## config.mk

```make
export PLATFORM = sky130hd
export DESIGN_NAME = dmem_initiator
export DESIGN_NICKNAME = d
export VERILOG_FILES = /design/src/rtl/dmem_pkg.sv /design/src/rtl/sync_fifo.sv /design/src/rtl/dmem_initiator.sv
export SDC_FILE = /design/constraint.sdc
export NUM_CORES = 1
export LEC_CHECK = 0
export BUFFER_PORTS_ARGS = -buffer_cell sky130_fd_sc_hd__buf_2
export CAP_MARGIN = 20
export CORE_ASPECT_RATIO = 1.75
export CORE_MARGIN = 1
export CORE_UTILIZATION = 50
export CTS_BUF_LIST = sky130_fd_sc_hd__clkbuf_4
export CTS_CLUSTER_DIAMETER = 100
export DETAILED_ROUTE_END_ITERATION = 10
export PLACE_DENSITY = 0.75
export SYNTH_ARGS = -nofsm -noshare
export SYNTH_HDL_FRONTEND = slang
export SYNTH_HIERARCHICAL = 1
export SYNTH_SLANG_ARGS = --single-unit
export TNS_END_PERCENT = 30
```

## constraint.sdc

```tcl
create_clock -name clock -period 2.15 [get_ports clock]
set_input_delay 0.3225 -clock clock [delete_from_list [all_inputs] [get_ports clock]]
set_output_delay 0.3225 -clock clock [all_outputs]
set_load 0.01 [all_outputs]
```

## src/rtl/dmem_pkg.sv

```systemverilog
// Shared encodings, capture-stage record and store-lane helpers for the dmem initiator.
package dmem_pkg;

    localparam logic [1:0] SZ_BYTE = 2'd0;
    localparam logic [1:0] SZ_HALF = 2'd1;
    localparam logic [1:0] SZ_WORD = 2'd2;

    // op: 1 = store, 0 = load. The command tag rides beside this record so its width can follow ID_W.
    typedef struct packed {
        logic       op;
        logic [1:0] off;
        logic [1:0] size;
        logic       sgn;
        logic       err;
    } cap_t;

    typedef struct packed {
        logic [3:0]  wstrb;
        logic [31:0] wdata;
    } lane_t;

    function automatic lane_t store_lanes(input logic [1:0] size, input logic [1:0] off,
                                          input logic [31:0] d);
        lane_t l;
        case (size)
            SZ_BYTE: begin
                l.wstrb = 4'b0001 << off;
                l.wdata = {4{d[7:0]}};
            end
            SZ_HALF: begin
                l.wstrb = 4'b0011 << off;
                l.wdata = {2{d[15:0]}};
            end
            default: begin
                l.wstrb = 4'hF;
                l.wdata = d;
            end
        endcase
        return l;
    endfunction

    function automatic logic is_bad_access(input logic [1:0] size, input logic [1:0] off);
        return (size == 2'd3) || (size == SZ_HALF && off[0]) || (size == SZ_WORD && off != 2'd0);
    endfunction

endpackage

```

## src/rtl/sync_fifo.sv

```systemverilog
// First-word-fall-through FIFO; push and pop may coincide at any fill level, including full.
module sync_fifo #(
    parameter int WIDTH = 8,
    parameter int DEPTH = 4
) (
    input  logic                       clock,
    input  logic                       resetn,
    input  logic                       i_push,
    input  logic [WIDTH-1:0]           i_data,
    input  logic                       i_pop,
    output logic                       o_valid,
    output logic [WIDTH-1:0]           o_data,
    output logic [$clog2(DEPTH):0]     o_count
);
    localparam int PW = $clog2(DEPTH);
    localparam int CW = PW + 1;

    logic [WIDTH-1:0] r_mem [DEPTH];
    logic [PW-1:0]    r_wr_ptr;
    logic [PW-1:0]    r_rd_ptr;
    logic [CW-1:0]    r_count;

    logic w_empty;
    logic w_full;
    logic w_pop;
    logic w_push;

    assign w_empty = (r_count == '0);
    assign w_full  = (r_count == CW'(DEPTH));
    assign w_pop   = i_pop && !w_empty;
    assign w_push  = i_push && (!w_full || w_pop);

    always_ff @(posedge clock or negedge resetn) begin
        if (!resetn) begin
            for (int i = 0; i < DEPTH; i++) r_mem[i] <= '0;
            r_wr_ptr <= '0;
            r_rd_ptr <= '0;
            r_count  <= '0;
        end else begin
            if (w_push) begin
                r_mem[r_wr_ptr] <= i_data;
                r_wr_ptr        <= r_wr_ptr + 1'b1;
            end
            if (w_pop) r_rd_ptr <= r_rd_ptr + 1'b1;
            case ({w_push, w_pop})
                2'b10:   r_count <= r_count + 1'b1;
                2'b01:   r_count <= r_count - 1'b1;
                default: r_count <= r_count;
            endcase
        end
    end

    assign o_valid = !w_empty;
    assign o_data  = w_empty ? '0 : r_mem[r_rd_ptr];
    assign o_count = r_count;

endmodule

```

## src/rtl/dmem_initiator.sv

```systemverilog
// In-order load/store command stream to the single-cycle dmem port.
// Issue and capture stages feed a response FIFO; credits bound the commands in flight.
module dmem_initiator
    import dmem_pkg::*;
#(
    parameter int RSP_DEPTH = 4,
    parameter int ID_W      = 4
) (
    input  logic            clock,
    input  logic            resetn,
    input  logic            cmd_valid,
    output logic            cmd_ready,
    input  logic            cmd_write,
    input  logic [31:0]     cmd_addr,
    input  logic [1:0]      cmd_size,
    input  logic            cmd_signed,
    input  logic [31:0]     cmd_wdata,
    input  logic [ID_W-1:0] cmd_id,
    output logic            rsp_valid,
    input  logic            rsp_ready,
    output logic [31:0]     rsp_data,
    output logic [ID_W-1:0] rsp_id,
    output logic            rsp_error,
    input  logic            stall,
    output logic            dmem_valid,
    output logic [31:0]     dmem_addr,
    output logic [3:0]      dmem_wstrb,
    output logic [31:0]     dmem_wdata,
    input  logic [31:0]     dmem_rdata
);
    localparam int CNT_W = $clog2(RSP_DEPTH) + 1;
    localparam int RSP_W = 32 + ID_W + 1;

    logic            r_run;
    logic            r_iss_busy;
    cap_t            r_iss_meta;
    logic [ID_W-1:0] r_iss_id;
    logic            r_cap_busy;
    cap_t            r_cap_meta;
    logic [ID_W-1:0] r_cap_id;
    logic            r_dmem_valid;
    logic [31:0]     r_dmem_addr;
    logic [3:0]      r_dmem_wstrb;
    logic [31:0]     r_dmem_wdata;

    logic             w_iss_stalled;
    logic             w_iss_adv;
    logic             w_accept;
    logic             w_err;
    lane_t            w_lanes;
    logic [CNT_W-1:0] w_fifo_count;
    logic [CNT_W:0]   w_used;
    logic [7:0]       w_byte;
    logic [15:0]      w_half;
    logic [31:0]      w_rsp_data;
    logic [RSP_W-1:0] w_fifo_dout;

    // Every command holds a credit from acceptance until its response leaves the FIFO.
    assign w_used        = {1'b0, w_fifo_count} + (CNT_W+1)'(r_iss_busy) + (CNT_W+1)'(r_cap_busy);
    assign w_iss_stalled = r_dmem_valid && stall;
    assign w_iss_adv     = r_iss_busy && !w_iss_stalled;
    assign cmd_ready     = r_run && !w_iss_stalled && (w_used < (CNT_W+1)'(RSP_DEPTH));
    assign w_accept      = cmd_valid && cmd_ready;
    assign w_err         = is_bad_access(cmd_size, cmd_addr[1:0]);
    assign w_lanes       = store_lanes(cmd_size, cmd_addr[1:0], cmd_wdata);

    always_ff @(posedge clock or negedge resetn) begin
        if (!resetn) begin
            r_run        <= 1'b0;
            r_iss_busy   <= 1'b0;
            r_iss_meta   <= '0;
            r_iss_id     <= '0;
            r_dmem_valid <= 1'b0;
            r_dmem_addr  <= '0;
            r_dmem_wstrb <= '0;
            r_dmem_wdata <= '0;
        end else begin
            r_run <= 1'b1;
            if (w_accept) begin
                // Bad accesses still occupy the issue slot so responses stay in command order.
                r_iss_busy   <= 1'b1;
                r_dmem_valid <= !w_err;
                r_dmem_addr  <= {cmd_addr[31:2], 2'b00};
                r_dmem_wstrb <= (cmd_write && !w_err) ? w_lanes.wstrb : 4'h0;
                r_dmem_wdata <= cmd_write ? w_lanes.wdata : 32'h0;
                r_iss_meta   <= '{op: cmd_write, off: cmd_addr[1:0], size: cmd_size,
                                  sgn: cmd_signed, err: w_err};
                r_iss_id     <= cmd_id;
            end else if (w_iss_adv) begin
                r_iss_busy   <= 1'b0;
                r_dmem_valid <= 1'b0;
            end
        end
    end

    always_ff @(posedge clock or negedge resetn) begin
        if (!resetn) begin
            r_cap_busy <= 1'b0;
            r_cap_meta <= '0;
            r_cap_id   <= '0;
        end else begin
            r_cap_busy <= w_iss_adv;
            if (w_iss_adv) begin
                r_cap_meta <= r_iss_meta;
                r_cap_id   <= r_iss_id;
            end
        end
    end

    always_comb begin
        w_byte     = dmem_rdata[{r_cap_meta.off, 3'b000} +: 8];
        w_half     = dmem_rdata[{r_cap_meta.off[1], 4'b0000} +: 16];
        w_rsp_data = '0;
        if (!r_cap_meta.err && !r_cap_meta.op) begin
            case (r_cap_meta.size)
                SZ_BYTE: w_rsp_data = {{24{r_cap_meta.sgn && w_byte[7]}}, w_byte};
                SZ_HALF: w_rsp_data = {{16{r_cap_meta.sgn && w_half[15]}}, w_half};
                default: w_rsp_data = dmem_rdata;
            endcase
        end
    end

    sync_fifo #(
        .WIDTH (RSP_W),
        .DEPTH (RSP_DEPTH)
    ) u_rsp_fifo (
        .clock   (clock),
        .resetn  (resetn),
        .i_push  (r_cap_busy),
        .i_data  ({w_rsp_data, r_cap_id, r_cap_meta.err}),
        .i_pop   (rsp_ready),
        .o_valid (rsp_valid),
        .o_data  (w_fifo_dout),
        .o_count (w_fifo_count)
    );

    assign rsp_data   = w_fifo_dout[RSP_W-1 -: 32];
    assign rsp_id     = w_fifo_dout[ID_W:1];
    assign rsp_error  = w_fifo_dout[0];
    assign dmem_valid = r_dmem_valid;
    assign dmem_addr  = r_dmem_addr;
    assign dmem_wstrb = r_dmem_wstrb;
    assign dmem_wdata = r_dmem_wdata;

endmodule

```

======== Word-level counts from Yosys, hierarchy flattened ========
Cells that the tools add are included.
storage, ports and cells
  flip-flop bits (word level) ............. 247
  latch bits .............................. 0
  RAM bits ................................ 0
  memory bits (read-only) ................. 0
  bits of input ports ..................... 109
  output and inout bits ................... 108
  memories kept ........................... 0
cells by class
  $add $sub $neg .......................... 6
  $mul .................................... 0
  divide/modulo/power cells ............... 0
  $lt $le $gt $ge ......................... 4
  equality and inequality tests ........... 7
  shift-type cells ........................ 4
  multiplexer cells ....................... 16
  bitwise gates (word level) .............. 2
  reduce and logical (&&, ||, !) cells .... 29
operator list
  kind                 number
  $bwmux 148           1
  $mux 37              4
  $bmux 37 s2          1
  $demux 37 s2         1
  $pmux 36 s2          1
  $mux 32              2
  $pmux 32 s2          1
  $shiftx 32x6->16     1
  $shiftx 32x6->8      1
  $logic_and 1x1->1    14
  $eq 2x1->1 const B   3
  $eq 2x2->1 const B   3
  $ge 3x3->1 const B   2
  $logic_not 1->1      6
  $not 2->3            2
  $pmux 3 s2           1
  $reduce_bool 2->1    3
  $add 2x1->2 const B  2
  $add 3x1->4          1
  $add 4x1->4          1
  $logic_not 2->1      2
  $lt 4x3->1 const B   1
  $mux 4               1
  $shl 1x2->4 const A  1
  8 further kinds      12

======== Logic depth before layout (Yosys ltp) ========
Gate-level depths: netlist of the first run.
  depth after elaboration ................. 7
  gate-level depth with buffers ........... 8
  gate-level depth less buffers ........... 8

======== Cells and area by module ========
Netlist of the first run, hierarchy kept.
modules (own cells, without submodules)
  module          times used  cells each  area each (um^2)  sequential area each (um^2)
  sync_fifo       1           434         7,066.8           3,878.7
  dmem_initiator  1           462         5,126.2           2,302.2

======== Worst setup path after synthesis of the first run ========
No wires, ideal clock.
  kind .................................... register to register
  from .................................... register u_rsp_fifo.r_count[0] (netlist: u_rsp_fifo/o_count[0])
  to ...................................... register u_rsp_fifo.r_count[2] (netlist: u_rsp_fifo/o_count[2])
  data arrival time ....................... 2.021 ns
  required time ........................... 2.071 ns
  path slack .............................. 0.049 ns
  stages on the path, launching flop included .. 9
  period minus slack after synthesis ...... 2.101 ns
  path through ............................ dfrtp_1 -> nor4b_4 -> nand2b_1 -> ha_1 -> inv_1 -> fa_1 -> xor2_1 -> nor2_1 -> xor2_1
between the ends
  word-level cells in the longest chain between the ends .. 7
  elaborated cells on any way between the ends .. 13
  those cells by class .................... 2 x add/sub; 3 x eq/ne; 1 x mux; 7 x reduce/logical
RTL lines
  element                                                 RTL line         source
  start: declaration                                      sync_fifo.sv:21  logic [CW-1:0] r_count;
  start signal: assignment                                sync_fifo.sv:46  2'b10: r_count <= r_count + 1'b1;
  start signal: assignment                                sync_fifo.sv:47  2'b01: r_count <= r_count - 1'b1;
  start signal: assignment                                sync_fifo.sv:48  default: r_count <= r_count;
  $logic_not 3->1                                         sync_fifo.sv:28  assign w_empty = (r_count == '0);
  $logic_not 1->1                                         sync_fifo.sv:30  assign w_pop = i_pop && !w_empty;
  $logic_and 1x1->1                                       sync_fifo.sv:30
  $logic_or 1x1->1                                        sync_fifo.sv:31  assign w_push = i_push && (!w_full || w_pop);
  $logic_and 1x1->1                                       sync_fifo.sv:31
  $eq 2x1->1 / $eq 2x2->1 (equally long branches)         sync_fifo.sv:45  case ({w_push, w_pop})
  $pmux 3 s2 / $reduce_bool 2->1 (equally long branches)  n/a
Several ways; a longest one is shown, not always the timed one.
A chain may end at the register's enable or synchronous reset.

======== Worst setup path in the final report of the first run ========
  from .................................... register u_rsp_fifo.r_rd_ptr[0]
  to ...................................... output rsp_data[31]
between the ends
  word-level cells in the longest chain between the ends .. 5
RTL lines
  element                                     RTL line              source
  start: declaration                          sync_fifo.sv:20       logic [PW-1:0] r_rd_ptr;
  start signal: assignment                    sync_fifo.sv:44       if (w_pop) r_rd_ptr <= r_rd_ptr + 1'b1;
  $not 2->3 (implied by the code)             sync_fifo.sv:54       assign o_data = w_empty ? '0 : r_mem[r_rd_ptr];
  $bmux 37 s2                                 sync_fifo.sv:54
  $mux 37 (implied by the code) (2 in a row)  sync_fifo.sv:54
  $mux 37                                     sync_fifo.sv:54
  end: declaration                            dmem_initiator.sv:21  output logic [31:0] rsp_data,
Every way passes these cells. The select of a mux whose other input is x is not followed.

==> results of run 1 <==
sequential cells by signal (all words and copies together) (netlist names):
name / cells
dmem_valid: 1
r_cap_busy: 1
u_rsp_fifo/r_mem: 148
u_rsp_fifo/r_wr_ptr: 2
r_iss_id: 4
u_rsp_fifo/r_rd_ptr: 2
dmem_addr: 30
dmem_wdata: 32
r_cap_id: 4
r_cap_meta: 7
dmem_wstrb: 4
r_iss_meta: 7
u_rsp_fifo/o_count: 3
r_iss_busy: 1
r_run: 1
kinds of logic (layout without fill, tap and decap cells):
logic type / Yosys count / after routing / share of synthesized area [%]
multiplexers: 302 / 302 / 31.1
flip-flops: 247 / 247 / 50.7
AND/OR/NAND/NOR: 140 / 140 / 6.99
buffers and inverters: 96 / 459 / 4.21
AO/OA/AOI/OAI: 95 / 95 / 5.64
adder cells (fa/ha/maj): 7 / 7 / 0.780
XOR/XNOR: 7 / 7 / 0.503
other: 2 / 4 / 0.0616
metal layers:
metal	track usage, %	share of wire [%]	vias to the layer above
li1	-	-	3906
met1	27.8	36	4394
met2	46.8	54	323
met3	5.59	6.0	77
met4	10.6	3.6	0
met5	0	0	-
worst max-delay path, stage by stage (launching register included):
cell	delay (ns)
dfrtp_2	0.40
buf_4	0.13
buf_12	0.15
mux4_2	0.55
and2_4	0.19
buf_6	0.11
per-stage QoR:
stage	hold WS, ns	util [%]	worst slack [ns]
finish	0.0687	64.4	-0.405
global route	0.0308	64.4	-0.549
CTS	0.00174	63.8	-0.487
detailed placement	0.301	57.6	-0.0950
global placement	0.296	57.6	-0.0426
floorplan	0.0269	-	0.0494
how the worst max path moves through the flow:
stage | startpoint | endpoint
2_1_floorplan | u_rsp_fifo/o_count[0] | u_rsp_fifo/o_count[2]
3_3_place_gp | dmem_rdata[15] | u_rsp_fifo/r_mem[17]
3_5_place_dp | r_cap_meta[5] | u_rsp_fifo/r_mem[53]
4_1_cts | u_rsp_fifo/r_rd_ptr[0] | rsp_data[31]
5_1_grt | u_rsp_fifo/r_rd_ptr[0] | rsp_data[31]
6_report | u_rsp_fifo/r_rd_ptr[0] | rsp_data[31]
cells in the mapped netlist (10+ instances only):
cell type / number
nand2b_1: 14
buf_6: 14
nor2_1: 12
clkbuf_1: 26
o21ai_0: 19
nand2_1: 32
a21oi_1: 18
mux4_2: 38
nor2b_1: 10
o211ai_1: 15
mux2i_1: 27
dfrtp_1: 247
inv_1: 33
o211ai_2: 10
and2_1: 38
mux2_2: 237
buf_2: 16
timing repair:
item                                    4_1_cts  5_1_grt
hold buffers                                 64        0
cloned                                        0        2
pin swaps                                     7        3
setup buffers                                 1        2
gates resized for setup                      30       22
endpoints found under the setup margin       66       40
endpoints found under the hold margin       248        0
power by group through the flow:
stage	sequential (mW)	combinational, mW	clock (mW)
after CTS	7.66	8.82	3.77
after global placement	7.61	8.22	0
final	7.68	9.27	3.62
after global routing	7.90	9.97	4.00
after floorplan	7.61	5.33	0
after detailed placement	7.72	8.38	0
layout make-up:
class	count	area (um2)	area share [%]
Inverter	33	124	0.804
Clock buffer	82	616	4.00
Tap cell	308	385	2.50
Multi-Input combinational cell	554	5630	36.6
Timing Repair Buffer	322	2370	15.4
Antenna cell	1	2.50	0.0162
Sequential cell	247	6190	40.1
Clock inverter	22	88.8	0.577
==> metrics, run 1 <==
Final Total Pwr=20.6 mW; worst skew pair latency=0.72 ns; Synth area leader=dfrtp_1; area post-placement=13,800 um2; EDFF count, synth=0; Hold Startpoint=cmd_write; Final Hold Fails=0; Antenna Nets Post-Route=0; Max Fclk=0.391 GHz; Initial Utilization=51.0%; reg-to-reg slack, setup=0.11 ns; min-delay worst type=input port to register; Worst setup SP type=register; chip width=120 um; top_reg_cell synth=dfrtp_1; Worst Slack Setup Final=-0.405 ns; Synth Warn #=6; DR DRC count=0; H-tree Lvls=2; status=finished, violations left; switching power=7.20 mW; dpl hpwl=20,200 um; final worst-path cycle share=119%; Pins Over Slew Limit=0; worst hold path cell count=3; drt wl/cell=19.7 um; share of cells above drive strength 1=54.0%; vias in the first global route=9,570; max_slew headroom=37.1%; Synth top area share=50.7%; most common cell after layout, fill and taps aside=dfrtp_1; total CTS buffers=57; mapped cell area=12,200 um2; Tmin final=2.55 ns; Slew @ Worst Pin=0.940 ns; commonest non-fill, non-tap cells in the layout=dfrtp_1, mux2_2, buf_2, clkbuf_4, dlygate4sd3_1; failing checks=negative setup slack; Setup Skew=0.0460 ns; worst-case reg-to-reg path depth=8; Switching Share=35.0%; largest net degree at the start of global routing=62; Tot GR Track Use=25.5%; DR vias=8,700; initial antenna violation count=1; maximum net fanout on the critical path=11; Die ar.=25,000 um2; clk buf depth=3; RSZ-0062 raised after global routing=yes; Final TNS setup=-12.34 ns; post-synth cell types=53; Non-Filler Instances=1,569; grt ovf=0; Area Overhead vs Synth=26.4%; first-pass GRT wire length=49,600 um; Cells after Synth=896; Hold EP=dmem_wdata[4]; # IOs=217; Internal Power=13.4 mW; reg-to-reg startpoint=u_rsp_fifo/o_count[1]; power per cell area=1330 nW/um2; endpoints failing setup=39; Lkg Pwr=7.43 nW; cell area after layout=15,400 um2; CP endpoint kind=primary output; Filler Cells Inserted=1,822; post-synthesis sequential area ratio=50.7%; Die H=209 um; number of DRC markers in iteration 0=414; Avg Inst Size Synth=13.6 um2; Worst-path clk slew=0.07 ns; WS Path Type=register to primary output; placed insts=1,395; post-synthesis register bit count=247; Vias/cell=5.54; clock group share of total power=17.6%; CTS tree=built; synth top area cells=dfrtp_1, mux2_2, mux4_2; I/O Buffers=214; drt total wl=30,900 um; sequential power share=37.3%; end of the worst register-to-register path=u_rsp_fifo/o_count[2]; GPL Wtd Cong=0.902; VDD IR-drop max=0.762 mV; worst path arrival time=2.23 ns; power share of the combinational group=45.1%; Placeable Area=23,900 um2; max cap viols=0; Layout Nets=1,331; post-synthesis async set-or-reset flop share=100%; row count=75; first drt pass iteration count=5; count of clock tree sinks=247; CTS root buf=clkbuf_4; Worst EP required=1.83 ns
Power figures use the tool's default switching activity.
==> run 2: changes to the inputs <==
--- a/config.mk
+++ b/config.mk
@@ -8,12 +8,12 @@
 export BUFFER_PORTS_ARGS = -buffer_cell sky130_fd_sc_hd__buf_2
 export CAP_MARGIN = 20
 export CORE_ASPECT_RATIO = 1.75
-export CORE_MARGIN = 1
 export CORE_UTILIZATION = 50
 export CTS_BUF_LIST = sky130_fd_sc_hd__clkbuf_4
 export CTS_CLUSTER_DIAMETER = 100
 export DETAILED_ROUTE_END_ITERATION = 10
 export PLACE_DENSITY = 0.75
+export SKIP_CTS_REPAIR_TIMING = 1
 export SYNTH_ARGS = -nofsm -noshare
 export SYNTH_HDL_FRONTEND = slang
 export SYNTH_HIERARCHICAL = 1
==> run 2 against run 1 <==
Against the previous run:
- the flow still finishes with violations (negative setup slack)
- flip-flop and latch count unchanged
- via count shrank 0.53%
- critical endpoint unchanged
- hold slack worse by 0.042 ns
- sequential share of layout area about the same
- count of clock-buffer cells in the layout unchanged
- global-route usage fell by 1.3 points
- maximum frequency about the same
- design area hardly changed
- core utilization hardly changed
==> metrics, run 2 (same netlist as run 1, synthesis figures left out) <==
maximum net fanout on the critical path=6 (-5); sequential power share=37.0% (-0.3 points); Slew @ Worst Pin=0.940 ns (+0.000435 ns); CP endpoint kind=primary output; Layout Nets=1,326 (-0.38%); most common cell after layout, fill and taps aside=dfrtp_1; # IOs=217 (unchanged); switching power=7.23 mW (+0.44%); crit path from=u_rsp_fifo/r_rd_ptr[0]; total CTS buffers=57 (unchanged); VDD IR-drop max=0.787 mV (+3.3%); commonest non-fill, non-tap cells in the layout=dfrtp_1, mux2_2, buf_2, clkbuf_4, dlygate4sd3_1; count of clock tree sinks=247 (unchanged); drt wl/cell=19.7 um (-0.29%); Tmin final=2.56 ns (+0.00163 ns); RSZ-0062 raised after global routing=yes; Tot GR Track Use=24.2% (-1.3 points); highest metal used=met4; max incr delay on CP=0.54 ns (about the same); first-pass GRT wire length=46,900 um (-5.4%); largest net degree at the start of global routing=62 (unchanged); share of cells above drive strength 1=55.0% (+1.0 points); first drt pass iteration count=6 (+1); failing checks=negative setup slack; Initial Utilization=51.0% (unchanged); Worst Slack Setup Final=-0.406 ns (-0.00163 ns); reg-to-reg startpoint=u_rsp_fifo/o_count[1]; DR vias=8,654 (-0.53%); GPL Wtd Cong=0.902 (unchanged); row count=75 (unchanged); H-tree Lvls=2 (unchanged); CTS tree=built; Die ar.=25,000 um2 (unchanged); DR DRC count=0 (unchanged); Reg with most FFs=u_rsp_fifo/r_mem; Placeable Area=23,900 um2 (unchanged); Internal Power=13.6 mW (+1.4%); grt ovf=0 (unchanged); Final TNS setup=-12.79 ns (-0.454 ns); Met3 Wirelength=1860 um (+0.11%); CTS root buf=clkbuf_4; power per cell area=1350 nW/um2 (+0.97%); chip width=120 um (unchanged); clock group share of total power=17.3% (-0.3 points); Die H=209 um (unchanged); max_slew headroom=37.0% (about the same); Lkg Pwr=7.44 nW (+0.14%); I/O Buffers=214 (unchanged); max reg flops=148 (unchanged); drt total wl=30,700 um (-0.61%); Worst EP required=1.83 ns (about the same); Setup Skew=0.0508 ns (+0.00481 ns); cell area after layout=15,400 um2 (about the same); Switching Share=34.8% (-0.21 points); worst skew pair latency=0.72 ns (about the same); power share of the combinational group=45.7% (+0.6 points); Final Hold Fails=0 (unchanged); metal2 WL=16,600 um (-0.76%); final worst-path cycle share=119% (about the same); DP Worst Slack=-0.0950 ns (unchanged); max cap viols=0 (unchanged); WS Path Type=register to primary output; initial antenna violation count=1 (unchanged); Pins Over Slew Limit=0 (unchanged); worst path arrival time=2.23 ns (about the same); Vias/cell=5.53 (-0.21%); Max Fclk=0.391 GHz (about the same); Hold Startpoint=cmd_wdata[19]; Crit-path slowest cell=mux4_2; min-delay worst type=input port to register; WL met1=11,200 um (-0.56%); Crit path top cell by count=buf_6; clk buf depth=3 (unchanged); vias in the first global route=9,046 (-5.5%); number of DRC markers in iteration 0=452 (+9.2%); Area Overhead vs Synth=26.5% (about the same); endpoints failing setup=39 (unchanged); Antenna Nets Post-Route=0 (unchanged); Filler Cells Inserted=1,805 (-0.93%); status=finished, violations left; cells along the critical path=buf_6 -> buf_12 -> mux4_2 -> and2_4 -> buf_6; area post-placement=13,800 um2 (unchanged); dpl hpwl=20,200 um (unchanged); Worst setup SP type=register; Worst-path clk slew=0.07 ns (about the same)
-- run 2: cell count changes in the layout (fill, tap and decap cells not counted) --
cell / before / now
and2_1: 17 / 14
and2_4: 21 / 24
buf_12: 15 / 17
buf_2: 195 / 191
buf_4: 27 / 30
buf_6: 19 / 24
clkbuf_16: 1 / 2
dlygate4sd3_1: 64 / 52
-- run 2: routing by layer --
| layer | GRT usage (%) | vias to the layer above |
|---|---|---|
| met4 | 9.78 | 0 |
| met3 | 5.65 | 71 |
| met2 | 43.9 | 338 |
| met5 | 0 | - |
| li1 | - | 3903 |
| met1 | 26.7 | 4342 |
-- run 2: stage by stage --
stage	power [mW]	utilization, %	std cells	hold slack, ns
after global routing	22.1	64.4	1564	0.00534
after detailed placement	16.1	57.6	1395	0.301
after CTS	19.8	60.5	1499	-0.508
after floorplan	12.9	-	897	0.0269
after global placement	15.8	57.6	1395	0.296
final	20.8	64.4	1564	0.0272
-- run 2: final timing paths --
| check | endpoint | slack (ns) | depth (start not counted) |
|---|---|---|---|
| worst max-delay path | rsp_data[31] | -0.41 | 5 |
| worst min-delay path | dmem_wdata[19] | 0.03 | 4 |
| worst max register to register | u_rsp_fifo/o_count[2] | 0.11 | 8 |
| worst min register to register | dmem_addr[3] | 0.50 | 1 |
| max in group asynchronous | dmem_addr[28] | 1.24 | 3 |
| min in group asynchronous | u_rsp_fifo/r_mem[91] | 0.14 | 2 |
-- run 2: power by group through the flow --
stage | clock [mW] | sequential (mW) | combinational (mW)
6_report | 3.60 | 7.68 | 9.50
5_1_grt | 3.99 | 7.90 | 10.2
4_1_cts | 3.77 | 7.65 | 8.40
3_5_place_dp | 0 | 7.72 | 8.38
3_3_place_gp | 0 | 7.61 | 8.22
2_1_floorplan | 0 | 7.61 | 5.33
-- run 2: area by class of cell --
type	count	area [um2]	share of cell area [%]
flip-flops and latches	247	6190	40.1
multi-input cells	554	5640	36.6
repair buffers	317	2380	15.4
clock buffers	82	616	3.99
well taps	308	385	2.50
inverters	33	124	0.803
clock inverters	22	88.8	0.576
diodes	1	2.50	0.0162
-- run 2: critical path: cells and delay by family, from the launching register on --
family | cells | cell delay (ns)
buf+inv | 3 | 0.39
mux | 1 | 0.54
flops | 1 | 0.42
simple gates | 1 | 0.19
